$ cat config.mk
export PLATFORM = sky130hd
export DESIGN_NAME = rca_aprox_pipe
export DESIGN_NICKNAME = d
export VERILOG_FILES = /design/src/rtl/rca_aprox_pipe.sv
export SDC_FILE = /design/constraint.sdc
export NUM_CORES = 1
export LEC_CHECK = 0
export CAP_MARGIN = 5
export CORE_UTILIZATION = 49
export CTS_CLUSTER_SIZE = 30
export DETAILED_ROUTE_END_ITERATION = 6
export PLACE_DENSITY = 0.87
export SLEW_MARGIN = 20
export SYNTH_ARGS = -nofsm -noshare
export SYNTH_HDL_FRONTEND = slang
export SYNTH_SLANG_ARGS = --single-unit
$ cat constraint.sdc
create_clock -name clk -period 4 [get_ports clk]
set_input_delay 0.8 -clock clk [delete_from_list [all_inputs] [get_ports clk]]
set_output_delay 0.8 -clock clk [all_outputs]
set_load 0.05 [all_outputs]
$ cat src/rtl/rca_aprox_pipe.sv
// rca_aprox_pipe: two-stage approximate/exact ripple-carry adder on a valid/ready stream.
// It also counts errors in hardware so that accuracy can be characterised on chip.
module rca_aprox_pipe #(
  parameter int WIDTH       = 9,
  parameter int APPROX_BITS = 4,
  parameter int ACC_WIDTH   = 32
) (
  input  logic                 clk,
  input  logic                 rst_n,
  input  logic                 in_valid,
  output logic                 in_ready,
  input  logic [WIDTH-1:0]     in_a,
  input  logic [WIDTH-1:0]     in_b,
  input  logic                 in_mode,
  output logic                 out_valid,
  input  logic                 out_ready,
  output logic [WIDTH:0]       out_sum,
  output logic [WIDTH:0]       out_exact,
  output logic [WIDTH:0]       out_err,
  input  logic                 stats_clr,
  output logic [ACC_WIDTH-1:0] err_count,
  output logic [ACC_WIDTH-1:0] err_sum,
  output logic [ACC_WIDTH-1:0] sample_count
);
  localparam int K  = APPROX_BITS;
  localparam int SW = (ACC_WIDTH > WIDTH + 1 ? ACC_WIDTH : WIDTH + 1) + 1;
  logic             v1, v2, m1, adv, xfer;
  logic [WIDTH-1:0] a1, b1;
  logic [WIDTH:0]   apx, exa, dif;
  logic [SW-1:0]    es;
  assign adv       = !v2 | out_ready;
  assign in_ready  = !v1 | adv;
  assign out_valid = v2;
  assign xfer      = v2 & out_ready;
  assign exa       = {1'b0, a1} + {1'b0, b1};
  generate
    if (K == 0) begin : g_exact
      assign apx = exa;
    end else begin : g_apx
      // Low bits are OR-ed; the carry into bit K is guessed from bit K-1 alone.
      logic [WIDTH-K:0] hi;
      assign hi  = {1'b0, a1[WIDTH-1:K]} + {1'b0, b1[WIDTH-1:K]} +
                   {{(WIDTH-K){1'b0}}, a1[K-1] & b1[K-1]};
      assign apx = {hi, a1[K-1:0] | b1[K-1:0]};
    end
  endgenerate
  assign dif = exa >= apx ? exa - apx : apx - exa;
  assign es  = SW'(err_sum) + SW'(out_err);
  always_ff @(posedge clk or negedge rst_n) begin
    if (!rst_n) begin
      v1        <= 1'b0;
      v2        <= 1'b0;
      a1        <= '0;
      b1        <= '0;
      m1        <= 1'b0;
      out_sum   <= '0;
      out_exact <= '0;
      out_err   <= '0;
    end else begin
      if (in_ready) v1 <= in_valid;
      if (in_valid & in_ready) begin
        a1 <= in_a;
        b1 <= in_b;
        m1 <= in_mode;
      end
      if (adv) v2 <= v1;
      if (adv & v1) begin
        out_sum   <= m1 ? exa : apx;
        out_exact <= exa;
        out_err   <= dif;
      end
    end
  end
  always_ff @(posedge clk or negedge rst_n) begin
    if (!rst_n) begin
      err_count    <= '0;
      err_sum      <= '0;
      sample_count <= '0;
    end else if (stats_clr) begin
      err_count    <= '0;
      err_sum      <= '0;
      sample_count <= '0;
    end else if (xfer) begin
      sample_count <= &sample_count ? sample_count : sample_count + 1'b1;
      err_count    <= (&err_count || out_err == '0) ? err_count : err_count + 1'b1;
      err_sum      <= es > SW'({ACC_WIDTH{1'b1}}) ? '1 : es[ACC_WIDTH-1:0];
    end
  end
endmodule

* Word-level counts from Yosys, hierarchy flattened
Index checks and enable logic that the tools add are counted.
** Word-level totals
- Latch bits :: 0
- Output and inout bits :: 128
- RAM bits :: 0
- Register bits :: 147
- Input port bits :: 24
- ROM bits :: 0
- Memories kept :: 0
- Logic and storage cells :: 50
** Operators by class
- Magnitude comparators :: 2
- Multipliers :: 0
- Mux-type cells :: 11
- Bitwise logic cells :: 7
- Shifts and indexed selects :: 0
- Divide/modulo/power cells :: 0
- Eq/ne operators :: 2
- Reduce and logical (&&, ||, !) cells :: 9
- Add/subtract/negate cells :: 8
** Operators by type and width (number)
- 32-bit two-way mux :: 9
- 32-bit by 1-bit adder with 32-bit output (second input constant) :: 2
- 32-bit AND reduction :: 2
- 32-bit by 10-bit adder with 33-bit output :: 1
- 33-bit by 32-bit > comparator with 1-bit output (second input constant) :: 1
- 10-bit two-way mux :: 2
- 10-bit subtractor :: 2
- 9-bit by 9-bit adder with 10-bit output :: 1
- 10-bit greater-or-equal comparator :: 1
- 10-bit logical NOT :: 1
- 5-bit by 5-bit adder with 6-bit output :: 1
- 6-bit by 1-bit adder with 6-bit output :: 1
- 1-bit bitwise AND :: 4
- 2-bit != test (second input constant) :: 2
- 4-bit OR :: 1
- 2-bit AND reduction :: 2
- 1-bit logical NOT :: 2
- 1-bit OR :: 2
- 2-bit nonzero test :: 1
- 1-bit logical OR :: 1

* Depth between registers and ports, before layout
Gate-level depths: netlist of the first run.
- Word-level depth :: 5
- Gate-level depth with buffers :: 19
- Gate-level depth less buffers :: 17

* Worst setup path after synthesis of the first run
OpenSTA, ideal clock, no wires.
- Path type :: reg2reg
- Start point :: register a1[1]
- End point :: register out_err[7]
- Path buffers :: 1
- Stages on the path, launching flop included :: 19
- Data required time :: 3904 ps
- Setup slack :: 123 ps
- Clock period less this slack :: 3877 ps
- Arrival :: 3782 ps
- Library setup time :: 96 ps
- Cells stage by stage :: dfrtp_1 inv_1 ha_1 a21o_1 a21oi_1 o21ai_0 a211oi_1 nor2_1 xnor2_1 inv_1 ha_1 buf_2 and4_1 o21a_1 a21oi_2 o21ai_2 mux2_1 o31a_1 o31ai_1
** Between the ends
- Cells in the longest elaborated chain, start to end :: 3
- Elaborated cells between the ends (all ways) :: 6
- Those cells by class :: add/sub: 3; order compare: 1; mux: 1; bitwise: 1
** RTL lines
- from (decl) :: line 28 : logic [WIDTH-1:0] a1, b1;
- from (signal assigned) :: line 62 : a1 <= in_a;
- 9-bit by 9-bit adder with 10-bit output * :: line 35 : assign exa = {1'b0, a1} + {1'b0, b1};
- via exa[7] :: line 29 : logic [WIDTH:0] apx, exa, dif;
- 10-bit subtractor / 10-bit greater-or-equal comparator (equally long branches) :: line 47 : assign dif = exa >= apx ? exa - apx : apx - exa;
- 10-bit two-way mux * :: line 47
- to (signal assigned) :: line 70 : out_err <= dif;
- to (decl) :: line 19 : output logic [WIDTH:0] out_err,
Mark *: on every way through the listed nets, which the timed path passes. The rest lies on a longest branch.
A chain may end at the register's enable or synchronous reset.

* Worst setup path after layout of the first run
- Start point :: register a1[3]
- End point :: register out_err[5]
** Between the ends
- Elaborated cells between the ends (all ways) :: 8
- Those cells by class :: add/sub: 4; order compare: 1; mux: 1; bitwise: 2
** RTL lines (line)
- 9-bit by 9-bit adder with 10-bit output :: 35
- via exa[7] :: 29
- 10-bit greater-or-equal comparator :: 47
- 10-bit two-way mux :: 47
The timed path passes the listed nets, and every way through them passes these cells.

==> out/results.txt, run 1 <==
Outcome -> complete, no violations
Hold Crit Class -> input port to async pin
Final Non-Filler Cells -> 1,351
Nets -> 1,182
Final setup viols -> 0
Final period util -> 94.7%
Layout area overhead -> 26.8%
Cell taking the most area after synthesis -> dfrtp_1
Mux cell area share after synthesis -> 4.33%
Setup TNS Final -> 0 ps
Tot Pwr -> 6.74 mW
Clock latency on the worst-skew pair -> 420 ps
Drt total wl -> 22,700 um
Worst endpoint data arrival time -> 4140 ps
Clk Tree Root Cell -> clkbuf_16
Routed via count -> 7,907
HPWL Detailed -> 16,000 um
Number of flops mapped to enable cells by yosys -> 0
Largest family of logic cells by synthesized area -> simple AND/OR/NAND/NOR gates
Worst-Margin Slew -> 846 ps
Seq/Total Area, Yosys -> 41.1%
Vias in the first global route -> 7,597
Power Dens Cells -> 594 mW/mm^2
Hold Vio Cnt, Final -> 0
Max-capacitance violation count -> 0
Buffers on Ports -> 151
CTS max path bufs -> 2
# placed instances -> 1,317
Grt ovf -> 0
Post-Syn Instances -> 961
Global-route usage over all layers -> 24.6%
Largest net degree at the start of global routing -> 91
CP cell instances -> ha_1 -> fa_1 -> inv_1 -> o21ai_1 -> a211oi_2 -> nor2_1 -> xnor2_1 -> inv_1 -> ha_1 -> and4_1 -> o21a_1 -> a21oi_2 -> o21ai_2 -> buf_4 -> mux2_2 -> a311o_1 -> nand3_1
Die width -> 137 um
Synth Area in Compound Gates -> 15.6%
Ports -> 152
Routed Antenna Nets -> 0
Simple-gate share of the synthesized area -> 20.9%
Max IR drop VDD -> 0.000434 V
Critical Path End Type -> flop
Top-area cell type share of the netlist area -> 41.1%
Design area -> 0.0114 mm^2
Clk_skew -> 11.3 ps
Slowest cell on the critical path -> fa_1
Distinct cell type count after synthesis -> 70
FMAX -> 264 MHz
Xor/xnor share of the synthesized area -> 6.75%
H-tree Lvls -> 4
Die Area -> 0.0188 mm^2
Initial antenna violation count -> 0
Crit path kind -> flop to flop
Static Leak -> 4.82 nW
Worst Path Max Fanout -> 7
DR pass1 iterations -> 5
Layout cells sized above 1 -> 9.54%
Syn avg cell area -> 9.32 um^2
Synth Area in Adders -> 7.35%
CP max stage delay -> 410 ps
Min Tclk post-route -> 3790 ps
First DRT Iteration DRCs -> 719
Synth warnings -> 0
Syn nets -> 1,034
Initial core utilization -> 49.9%
RePlAce Congestion -> 0.867
Drt drc -> 0
CTS tree -> done
Row Count -> 49
First-pass GRT wire length -> 36,900 um
Ant. Diodes -> 0
CP required -> 4350 ps
DR vias/cell -> 5.85
Ys async rst share -> 100%
Most common flop cell mapped by yosys -> dfrtp_1
Clk sinks -> 147
Wire length per cell -> 16.8 um
Top cells by area, synth -> dfrtp_1 (41%), ha_1 (6.0%), nor2_1 (3.9%)
Height of the die -> 137 um
Clock transition at path regs -> 70 ps
Core ar. -> 0.0180 mm^2
Setup crit start kind -> flop
Max-slew violation count -> 0
Relative slew slack -> 43.6%
FF+latch count, synth -> 147
Mapped cell area -> 0.00895 mm^2
CTS Buf Count -> 17
Placed Area -> 0.0107 mm^2
Hold slack -> 451 ps
==> power breakdown <==
| group | internal (mW) | switching [mW] | total, mW |
|---|---|---|---|
| Combinational | 1.29 | 2.00 | 3.29 |
| Sequential | 1.68 | 0.195 | 1.87 |
| Clock | 0.902 | 0.673 | 1.58 |
| Total | 3.87 | 2.87 | 6.74 |
==> worst paths after layout <==
check	startpoint	end	slack [ps]	cells past startpoint
max	a1[3]	out_err[5]	210	17
min in group clk	out_sum[2]	out_sum[2]	490	2
min reg2reg	out_sum[2]	out_sum[2]	490	2
min	rst_n	sample_count[12]	450	1
max reg2reg	a1[3]	out_err[5]	210	17
max in group asynchronous	rst_n	b1[1]	2710	2
==> synth_stat cells (27+ instances only) <==
cell / count
inv_1: 48
nand2_1: 87
nor3_1: 30
ha_1: 43
o21ai_0: 47
nand3_1: 27
xor2_1: 31
a21oi_1: 56
nor2_1: 92
clkbuf_1: 32
xnor2_1: 38
dfrtp_1: 147
==> through the flow <==
stage	setup WS, ps	utilization [%]
2_1_floorplan	123	-
3_3_place_gp	141	59.6
3_5_place_dp	56.8	59.6
4_1_cts	1.73	62.8
5_1_grt	-3.06	63.2
6_report	211	63.2
==> critical path, delay by kind of cell, from the launching register on <==
family                   cells  cell delay, ps
adder cells (fa/ha/maj)      3            1000
AO/OA/AOI/OAI                6             970
flip-flops                   1             390
buffers and inverters        3             390
AND/OR/NAND/NOR              3             390
multiplexers                 1             350
XOR/XNOR                     1             220
==> cells in the final DEF, fill, tap and decap left out, types with 4 or more instances in the layout <==
cell	netlist	final
dfrtp_1	147	145
and4_1	18	18
nor3_1	30	30
xnor2_1	38	36
nor4_1	12	11
or4_1	4	4
inv_1	48	48
nand4_1	15	15
xor2_1	31	31
nor2_1	92	92
o21ai_0	47	45
nand2_1	87	87
a21oi_1	56	54
clkbuf_16	0	17
nor2b_1	6	6
fa_1	6	6
a211oi_1	9	8
mux2i_1	14	14
a21o_1	14	14
a31oi_1	7	7
and3_1	17	17
o21a_1	5	4
nand2b_1	9	9
o21bai_1	6	6
nand3_1	27	27
o21ai_1	2	4
a311oi_1	16	16
clkinv_4	0	4
or3_1	18	18
o211ai_1	8	8
ha_1	43	41
buf_4	0	18
and2_1	17	17
clkdlybuf4s50_1	0	149
mux2_2	21	22
o2111ai_1	4	4
==> layer usage <==
layer | routed length, um | track usage (%)
met5 | 0 | 0
met4 | 547 | 8.79
met3 | 1160 | 4.60
met2 | 11000 | 40.2
met1 | 9960 | 32.7
==> timing repair <==
item | in CTS | in global routing
buffers inserted | 0 | 2
pin swaps | 1 | 6
endpoints found under the setup margin | 1 | 8
gates resized for setup | 1 | 16
hold buffers | 0 | 0
==> cell families after synthesis <==
family          count (synthesis)
simple gates                  367
flops                         147
mux                            36
buf+inv                        88
fa+ha+maj                      49
xor+xnor                       69
compound gates                205
==> state kept, by name (all words and copies together) (netlist names) <==
register	cells
a1	9
b1	9
err_count	32
err_sum	32
m1	1
out_err	10
out_exact	10
out_sum	10
out_valid	1
sample_count	32
v1	1
==> area by class of cell <==
cell class / count / area [um^2]
multi-input cells: 726 / 4970
inverters: 48 / 180
flip-flops and latches: 147 / 3680
well taps: 229 / 287
clock buffers: 20 / 457
clock inverters: 12 / 123
fillers: 1430 / 6610
repair buffers: 169 / 1660
No activity file was read; power rests on OpenSTA's default activity.
==> run 2: changes to the inputs <==
--- a/config.mk
+++ b/config.mk
@@ -5,11 +5,11 @@
 export SDC_FILE = /design/constraint.sdc
 export NUM_CORES = 1
 export LEC_CHECK = 0
-export CAP_MARGIN = 5
-export CORE_UTILIZATION = 49
+export CORE_UTILIZATION = 58
 export CTS_CLUSTER_SIZE = 30
 export DETAILED_ROUTE_END_ITERATION = 6
-export PLACE_DENSITY = 0.87
+export PLACE_DENSITY = 0.95
+export SKIP_LAST_GASP = 1
 export SLEW_MARGIN = 20
 export SYNTH_ARGS = -nofsm -noshare
 export SYNTH_HDL_FRONTEND = slang
==> constraint.sdc (replaced) <==
create_clock -name clk -period 4.45 [get_ports clk]
set_input_delay 0.89 -clock clk [delete_from_list [all_inputs] [get_ports clk]]
set_output_delay 0.89 -clock clk [all_outputs]
set_load 0.05 [all_outputs]
==> run 2 against run 1 <==
Count of clock-buffer cells in the layout unchanged. Flip-flop and latch count stayed put. Design area shrank 1.3%. Power is 11% lower. Combinational power is 13% lower. Non-clock buffer count decreased by 11. Global-route usage is 6.0 points higher. Hold slack better by 35 ps. Sequential power decreased by 9.6%. First-iteration DRC count grew 7.2%. Fmax decreased by 9.5%. Largest power group unchanged.
==> out/results.txt, run 2 (synthesized netlist as in run 1, its figures left out) <==
Sw frac -> 42.0%
Routed Antenna Nets -> 0
Ports -> 152
Height of the die -> 126 um
CP cell instances -> ha_1 -> fa_2 -> a21o_1 -> a21oi_1 -> o21bai_1 -> a2111oi_0 -> or3_1 -> xnor2_1 -> ha_1 -> o21ai_0 -> nand2b_1 -> a21oi_1 -> o21ai_0 -> mux2_1 -> o31a_1 -> o31ai_1
HPWL Detailed -> 16,400 um
Max-slew violation count -> 0
Static Leak -> 4.76 nW
Clk_skew -> 10.4 ps
Grt ovf -> 0
Ant. Diodes -> 0
Min Tclk post-route -> 4190 ps
Largest net degree at the start of global routing -> 78
Worst endpoint data arrival time -> 4500 ps
Setup crit start kind -> flop
NetSw -> 2.53 mW
CTS max path bufs -> 2
Setup TNS Final -> 0 ps
Cell internal pwr -> 3.49 mW
First DRT Iteration DRCs -> 771
DR pass1 iterations -> 5
Vias in the first global route -> 7,693
Commonest non-fill, non-tap cells in the layout -> clkdlybuf4s50_1 (149), dfrtp_1 (147), nor2_1 (92)
Hold slack -> 486 ps
Routed via count -> 8,008
Final period util -> 94.1%
Initial core utilization -> 59.1%
Critical Path End Type -> flop
Worst path bufs/invs -> 0
Gate power share -> 47.3%
Initial antenna violation count -> 0
CTS Buf Count -> 17
Sequential Power Share -> 28.0%
FMAX -> 239 MHz
Nets -> 1,171
CP required -> 4770 ps
Most common cell after layout, fill and taps aside -> clkdlybuf4s50_1
H-tree Lvls -> 4
Reg2Reg Depth -> 16
Wire length per cell -> 18.1 um
Largest regs -> err_count x32, err_sum x32, sample_count x32
DR vias/cell -> 6.17
Layout cells sized above 1 -> 7.93%
Fillers -> 988
Clock transition at path regs -> 60 ps
Unrepaired setup endpoints after global routing -> no
Worst Path Max Fanout -> 7
Clock latency on the worst-skew pair -> 420 ps
Drt total wl -> 23,500 um
Clk sinks -> 147
Worst-Margin Slew -> 847 ps
Hold Crit Class -> input port to async pin
Drt drc -> 0
CTS tree -> done
Clock power frac -> 24.7%
Row Count -> 45
R2r setup slk -> 260 ps
Power Dens Cells -> 537 mW/mm^2
Max-capacitance violation count -> 0
Buffers on Ports -> 151
Core ar. -> 0.0151 mm^2
Delay-heaviest family, CP -> compound AO/OA/AOI/OAI gates
RePlAce Congestion -> 0.891
CP max stage delay -> 420 ps
Relative slew slack -> 43.5%
Max IR drop VDD -> 0.000519 V
First-pass GRT wire length -> 38,800 um
Worst R2R Start -> a1[0]
Slowest cell on the critical path -> fa_2
Hold-fix buffers, CTS -> 0
Hold Vio Cnt, Final -> 0
Clk Tree Root Cell -> clkbuf_16
Die Area -> 0.0159 mm^2
RR Endpoint -> out_err[7]
Outcome -> complete, no violations
Die width -> 126 um
Crit path kind -> flop to flop
Global-route usage over all layers -> 30.6%
Layout area overhead -> 25.2%
Final setup viols -> 0
[run 2: worst max-delay path by stage]
stage / from / to / slack (ps) / cells after the start
final: a1[0] / out_err[7] / 260 / 16
after global routing: a1[0] / out_err[7] / 20 / 16
after CTS: a1[1] / out_err[7] / 20 / 17
after detailed placement: a1[1] / out_err[7] / 220 / 17
after global placement: a1[1] / out_err[7] / 400 / 17
after floorplan: a1[1] / out_err[7] / 570 / 18
[run 2: power by group through the flow]
stage / clock, mW / sequential [mW] / combinational, mW
global placement: 0 / 1.70 / 2.71
finish: 1.49 / 1.69 / 2.85
global route: 1.57 / 1.70 / 3.08
CTS: 1.51 / 1.68 / 2.80
detailed placement: 0 / 1.70 / 2.77
floorplan: 0 / 2.14 / 1.56
[run 2: worst reg2reg max path: cells and delay by family, from the launching register on]
family	cells	cell delay [ps]
fa+ha+maj	3	1110
compound gates	9	1720
flops	1	410
mux	1	330
xor+xnor	1	210
simple gates	2	310
[run 2: repair_timing]
action,4_1_cts,5_1_grt
endpoints found under the setup margin,0,9
setup buffers,0,0
endpoints found under the hold margin,0,0
gates resized for setup,0,6
[run 2: final cells by class]
class                           count  area (um^2)  share of cell area (%)
Clock inverter                     11          151                    1.35
Timing Repair Buffer              158         1560                    13.9
Sequential cell                   147         3680                    32.8
Tap cell                          188          235                    2.10
Clock buffer                       20          467                    4.16
Inverter                           48          180                    1.61
Multi-Input combinational cell    726         4930                    44.0
[run 2: stage by stage]
step / util, % / cell area [um^2] / instances / setup slack [ps] / total power [mW]
after CTS: 73.9 / 11200 / 1298 / 17.7 / 5.99
after detailed placement: 69.8 / 10600 / 1267 / 218 / 4.47
after global placement: 69.8 / 10600 / 1267 / 404 / 4.41
final: 74.0 / 11200 / 1298 / 264 / 6.02
after global routing: 74.0 / 11200 / 1298 / 20.0 / 6.35
after floorplan: - / 8950 / 961 / 573 / 3.70
[run 2: layer usage]
| metal | vias to the layer above | routed length, um | GRT usage [%] |
|---|---|---|---|
| li1 | 3710 | - | - |
| met1 | 3926 | 9970 | 39.4 |
| met3 | 66 | 1140 | 5.48 |
| met5 | - | 0 | 0 |
| met4 | 0 | 773 | 13.4 |
| met2 | 306 | 11600 | 50.7 |
